===== src/rtl/vecmat_operand_packer.sv =====
// rtl/vecmat_operand_packer.sv - double-buffered element-pair packer for the 32-lane vector-matrix MAC path
//
// Purpose:
//   Collects {vector, matrix} element pairs one per cycle and packs them into
//   ELEM_W*LANES-bit operand words, lane k at bits [k*ELEM_W +: ELEM_W]. Two banks
//   ping-pong: one fills while the other is held for the consumer. A word
//   closes after LANES elements or early on in_last; unused lanes read zero.
//
// Ports:
//   clk        in   rising-edge clock
//   reset      in   asynchronous active-low reset
//   in_valid   in   element pair present
//   in_ready   out  packer accepts an element pair this cycle
//   in_vec     in   vector element
//   in_mat     in   matrix element
//   in_last    in   final element of a short word
//   out_valid  out  packed word pair available
//   out_ready  in   consumer takes the word pair this cycle
//   out_vector out  packed vector operand
//   out_matrix out  packed matrix operand
//   out_count  out  number of valid lanes in the word (1..LANES)

module vecmat_operand_packer #(
  parameter  int ELEM_W    = 16,
  parameter  int LANES     = 32,
  localparam int ARRAYSIZE = ELEM_W * LANES,
  localparam int CNT_W     = $clog2(LANES + 1)
) (
  input  logic                 clk,
  input  logic                 reset,
  input  logic                 in_valid,
  output logic                 in_ready,
  input  logic [ELEM_W-1:0]    in_vec,
  input  logic [ELEM_W-1:0]    in_mat,
  input  logic                 in_last,
  output logic                 out_valid,
  input  logic                 out_ready,
  output logic [ARRAYSIZE-1:0] out_vector,
  output logic [ARRAYSIZE-1:0] out_matrix,
  output logic [CNT_W-1:0]     out_count
);

  localparam int LANE_W = $clog2(LANES);
  localparam int OFF_W  = $clog2(ARRAYSIZE);

  logic [ARRAYSIZE-1:0] vec_bank [2];
  logic [ARRAYSIZE-1:0] mat_bank [2];
  logic [CNT_W-1:0]     cnt_bank [2];
  logic [1:0]           full;
  logic                 wr_sel;
  logic                 rd_sel;
  logic                 rdy_en;
  logic [LANE_W-1:0]    lane_cnt;

  logic                 accept;
  logic                 consume;
  logic                 word_done;
  logic [OFF_W-1:0]     lane_base;

  // in_ready depends only on registered state, so out_ready never reaches it
  // combinationally; a freed bank shows up one cycle after the consume edge.
  assign in_ready   = rdy_en & ~full[wr_sel];
  assign out_valid  = full[rd_sel];
  assign out_vector = vec_bank[rd_sel];
  assign out_matrix = mat_bank[rd_sel];
  assign out_count  = cnt_bank[rd_sel];

  assign accept    = in_valid & in_ready;
  assign consume   = out_valid & out_ready;
  assign word_done = accept & ((lane_cnt == LANE_W'(LANES - 1)) | in_last);
  assign lane_base = OFF_W'(lane_cnt) * OFF_W'(ELEM_W);

  always_ff @(posedge clk or negedge reset) begin
    if (!reset) begin
      rdy_en   <= 1'b0;
      wr_sel   <= 1'b0;
      rd_sel   <= 1'b0;
      lane_cnt <= '0;
      full     <= '0;
      for (int b = 0; b < 2; b++) begin
        vec_bank[b] <= '0;
        mat_bank[b] <= '0;
        cnt_bank[b] <= '0;
      end
    end else begin
      rdy_en <= 1'b1;

      // accept needs ~full[wr_sel] and consume needs full[rd_sel], so in any
      // cycle where both fire they address different banks.
      for (int b = 0; b < 2; b++) begin
        if (consume && (rd_sel == 1'(b))) begin
          // Clearing on release keeps lanes beyond a short word at zero
          // when this bank is refilled.
          vec_bank[b] <= '0;
          mat_bank[b] <= '0;
          cnt_bank[b] <= '0;
          full[b]     <= 1'b0;
        end else if (accept && (wr_sel == 1'(b))) begin
          vec_bank[b][lane_base +: ELEM_W] <= in_vec;
          mat_bank[b][lane_base +: ELEM_W] <= in_mat;
          if (word_done) begin
            full[b]     <= 1'b1;
            cnt_bank[b] <= CNT_W'(lane_cnt) + CNT_W'(1);
          end
        end
      end

      if (accept) begin
        if (word_done) begin
          lane_cnt <= '0;
          wr_sel   <= ~wr_sel;
        end else begin
          lane_cnt <= lane_cnt + LANE_W'(1);
        end
      end

      if (consume) begin
        rd_sel <= ~rd_sel;
      end
    end
  end

endmodule


===== config.mk =====
export PLATFORM = sky130hd
export DESIGN_NAME = vecmat_operand_packer
export DESIGN_NICKNAME = d
export VERILOG_FILES = /design/src/rtl/vecmat_operand_packer.sv
export SDC_FILE = /design/constraint.sdc
export NUM_CORES = 2
export LEC_CHECK = 0
export CAP_MARGIN = 20
export CORE_AREA = 2 2 530 532
export CTS_CLUSTER_SIZE = 10
export DETAILED_ROUTE_END_ITERATION = 12
export DIE_AREA = 0 0 532 534
export GPL_ROUTABILITY_DRIVEN = 0
export PLACE_DENSITY_LB_ADDON = 0.05
export SYNTH_ARGS = -nofsm -noshare
export SYNTH_HDL_FRONTEND = slang
export SYNTH_SLANG_ARGS = --single-unit

===== constraint.sdc =====
create_clock -name clk -period 7.2 [get_ports clk]
set_input_delay 1.44 -clock clk [delete_from_list [all_inputs] [get_ports clk]]
set_output_delay 1.44 -clock clk [all_outputs]
set_load 0.03 [all_outputs]

==> results.tsv <==
metric	value	unit
outcome	finished clean	
crit end category	primary output	
First-pass DRT Iterations	6	
data required time of the worst path	5.76	ns
dpl hpwl	251.3	mm
worst-case headroom to the max-slew limit	22.08	%
Synth Cell Area	97100	um2
instance count after placement with tap cells included	12808	
part of the total power dissipated in combinational logic	23.0	%
Crit Path Category	reg -> out	
TritonCTS clock tree	built	
clock insertion delay at the later pin of the skew report	0.91	ns
detailed router's first-iteration violation count	4783	
Hold WC Path Type	in -> async	
Post-Layout Cell Count	13181	
final count of pins violating max slew	0	
max capacitance violation total	0	
register bit total from synthesis	2070	
clock-pin slew of the registers on the worst-case setup and hold paths	0.06	ns
global-route wire length before repair	553.2	mm
cell family with the largest share of critical-path delay	buffers and inverters	
Fin Setup TNS	0	ns
Max clock buf depth	4	
most utilized layer in the global route result	met2	
time the worst path needs with I/O delays and setup	5.445	ns
CTS Buf Count	249	
period utilisation layout	75.63	%
post-synth top area cell	sky130_fd_sc_hd__dfrtp_1	
slew of the pin with the lowest slew margin	1.169	ns
CTS sink count	2070	
total I/O pin count	1069	
pwr dens	262.0	nW/um2
largest net degree at the start of global routing	181	
net count after synthesis	8556	
buffers inserted during post-CTS setup optimization	0	
maximum clock frequency	0.1837	GHz
worst IR drop on VDD	0.2865	mV
Initial Util	34.88	%
cell at the root of the clock tree	sky130_fd_sc_hd__clkbuf_16	
Worst Path Max Fanout	54	
largest incremental delay on the critical path	1.16	ns
floorplan die area	284100	um2
Post-Syn Instances	8512	
total grt overflow	0	
Worst Setup Start Kind	register	
final net count	9380	
Chip Height	534	um
number of flops mapped to enable cells by yosys	0	
worst clock skew on the final layout	0.04308	ns
number of global-route vias before repair	72037	
Power Internal	20.70	mW
post-synth top area share	53.35	%
switching share of power	33.59	%
Clk network pwr share	37.3	%
sequential-to-total area share from yosys stat	53.35	%
count of synthesis-stage warnings from yosys	0	
Area Growth Syn to Fin	22.52	%
GR Util met2	40.44	%
FILL cells	26110	
Total Routed Length	388.8	mm
total buffers and inverters traversed by the critical path	3	
all-layer global routing usage	26.69	%
commonest cells after routing, fill and taps aside	sky130_fd_sc_hd__nand2_1 (2225), sky130_fd_sc_hd__dfrtp_1 (2069), sky130_fd_sc_hd__mux2i_1 (1889)	
final-report hold violation count	0	
count of cells resized by post-cts repair	0	
final-report setup violation count	0	
endpoint arrival time on the critical path	4.01	ns
number of routed nets with antenna violations	0	
P_sw	10.47	mW
mean area per synthesized cell	11.41	um2
GR Util met3	6.491	%
die span in x	532	um
number of antenna violations at the first check in global routing	14	
leakage power figure	57.19	nW
H-tree levels	4	
hold_buf cts	0	
core footprint	278400	um2
slowest library cell on the worst path	sky130_fd_sc_hd__dfrtp_4	
Vias/cell	5.255	
cell chain of the critical path	buf_4, buf_4, mux2_2, clkdlybuf4s50_1	
share of layout cells above drive strength 1	16.96	%
post-synthesis cell type count	48	
most common cell after layout, fill and taps aside	sky130_fd_sc_hd__nand2_1	
met1 global-route usage	36.88	%
std cell rows	194	
dominant cells by area after synthesis	sky130_fd_sc_hd__dfrtp_1 (53%), sky130_fd_sc_hd__mux2i_1 (19%), sky130_fd_sc_hd__mux2_2 (12%)	
core utilization of the finished layout	42.73	%
unrepaired setup endpoints after global routing	false	
detailed-route wire length per cell	29.50	um
total via count after detailed routing	69271	
ys async rst share	100.0	%
sequential power share	39.6	%
Most Frequent Cell on Critical Path	sky130_fd_sc_hd__buf_4	
number of port buffers	1068	
DRC viols	0	
Most used DFF post-synth	sky130_fd_sc_hd__dfrtp_1	
worst paths after layout:
check                                   from  slack [ns]               to  cells past startpoint
worst max-delay path                  rd_sel        1.75  out_vector[251]                      4
worst min-delay path                   reset        0.48     vec_bank[27]                      1
worst max register to register   lane_cnt[0]        2.93    vec_bank[249]                      9
worst min register to register  mat_bank[13]        0.50     mat_bank[13]                      2
max in group asynchronous              reset        4.72    mat_bank[351]                      3
min in group clk                mat_bank[13]        0.50     mat_bank[13]                      2
cell families after synthesis:
kind of cell / share of synthesized area, %
mux: 31.45
simple gates: 10.57
flops: 53.35
buf+inv: 3.219
compound gates: 1.285
fa+ha+maj: 0.09019
xor+xnor: 0.03609
other cells: 0.003862
Yosys cell counts, types with 21 or more instances:
master,count
sky130_fd_sc_hd__mux2i_1,1890
sky130_fd_sc_hd__buf_4,51
sky130_fd_sc_hd__and3_1,26
sky130_fd_sc_hd__o21ai_0,133
sky130_fd_sc_hd__dfrtp_1,2070
sky130_fd_sc_hd__buf_2,164
sky130_fd_sc_hd__clkbuf_1,436
sky130_fd_sc_hd__nand3_1,263
sky130_fd_sc_hd__a21oi_1,50
sky130_fd_sc_hd__clkinv_1,21
sky130_fd_sc_hd__mux2_2,1032
sky130_fd_sc_hd__nand2_1,2225
sequential cells by signal (all words and copies together), names as in the netlist:
| name | cells |
|---|---|
| cnt_bank | 12 |
| lane_cnt | 5 |
| full | 2 |
| wr_sel | 1 |
| vec_bank | 1024 |
| rd_sel | 1 |
| rdy_en | 1 |
| mat_bank | 1024 |
power groups by stage:
| stage | Combinational (mW) | Clock [mW] | Sequential [mW] |
|---|---|---|---|
| finish | 7.17 | 11.6 | 12.4 |
| detailed placement | 7.24 | 0 | 12.6 |
| CTS | 7.25 | 12.0 | 12.4 |
| floorplan | 4.30 | 0 | 12.4 |
| global placement | 7.19 | 0 | 12.5 |
| global route | 7.53 | 12.4 | 12.4 |
layout make-up:
cell class	count	area (um2)	share of cell area [%]
inverters	40	150.1	0.1262
diodes	7	17.52	0.01472
well taps	3724	4659	3.917
clock buffers	346	6898	5.798
multi-input cells	5729	42690	35.88
repair buffers	1246	12490	10.50
clock inverters	19	259.0	0.2177
flip-flops and latches	2070	51800	43.54
metrics by stage:
| step | hold slack (ns) | worst slack [ns] | cell area, um2 | power (mW) |
|---|---|---|---|---|
| 5_1_grt | 0.5259 | 1.640 | 119000 | 32.34 |
| 6_report | 0.4797 | 1.755 | 119000 | 31.17 |
| 3_5_place_dp | 0.4892 | 2.641 | 111800 | 19.80 |
| 3_3_place_gp | 0.4767 | 2.516 | 111700 | 19.74 |
| 2_1_floorplan | 0.4631 | 3.806 | 97100 | 16.65 |
| 4_1_cts | 0.5014 | 1.694 | 118900 | 31.56 |
layer usage:
metal	vias to the layer above	wire length, um
met3	475	26850
li1	30452	-
met2	1973	172000
met5	-	11
met4	2	15660
met1	36369	174300
No activity file was read; power rests on OpenSTA's default activity.
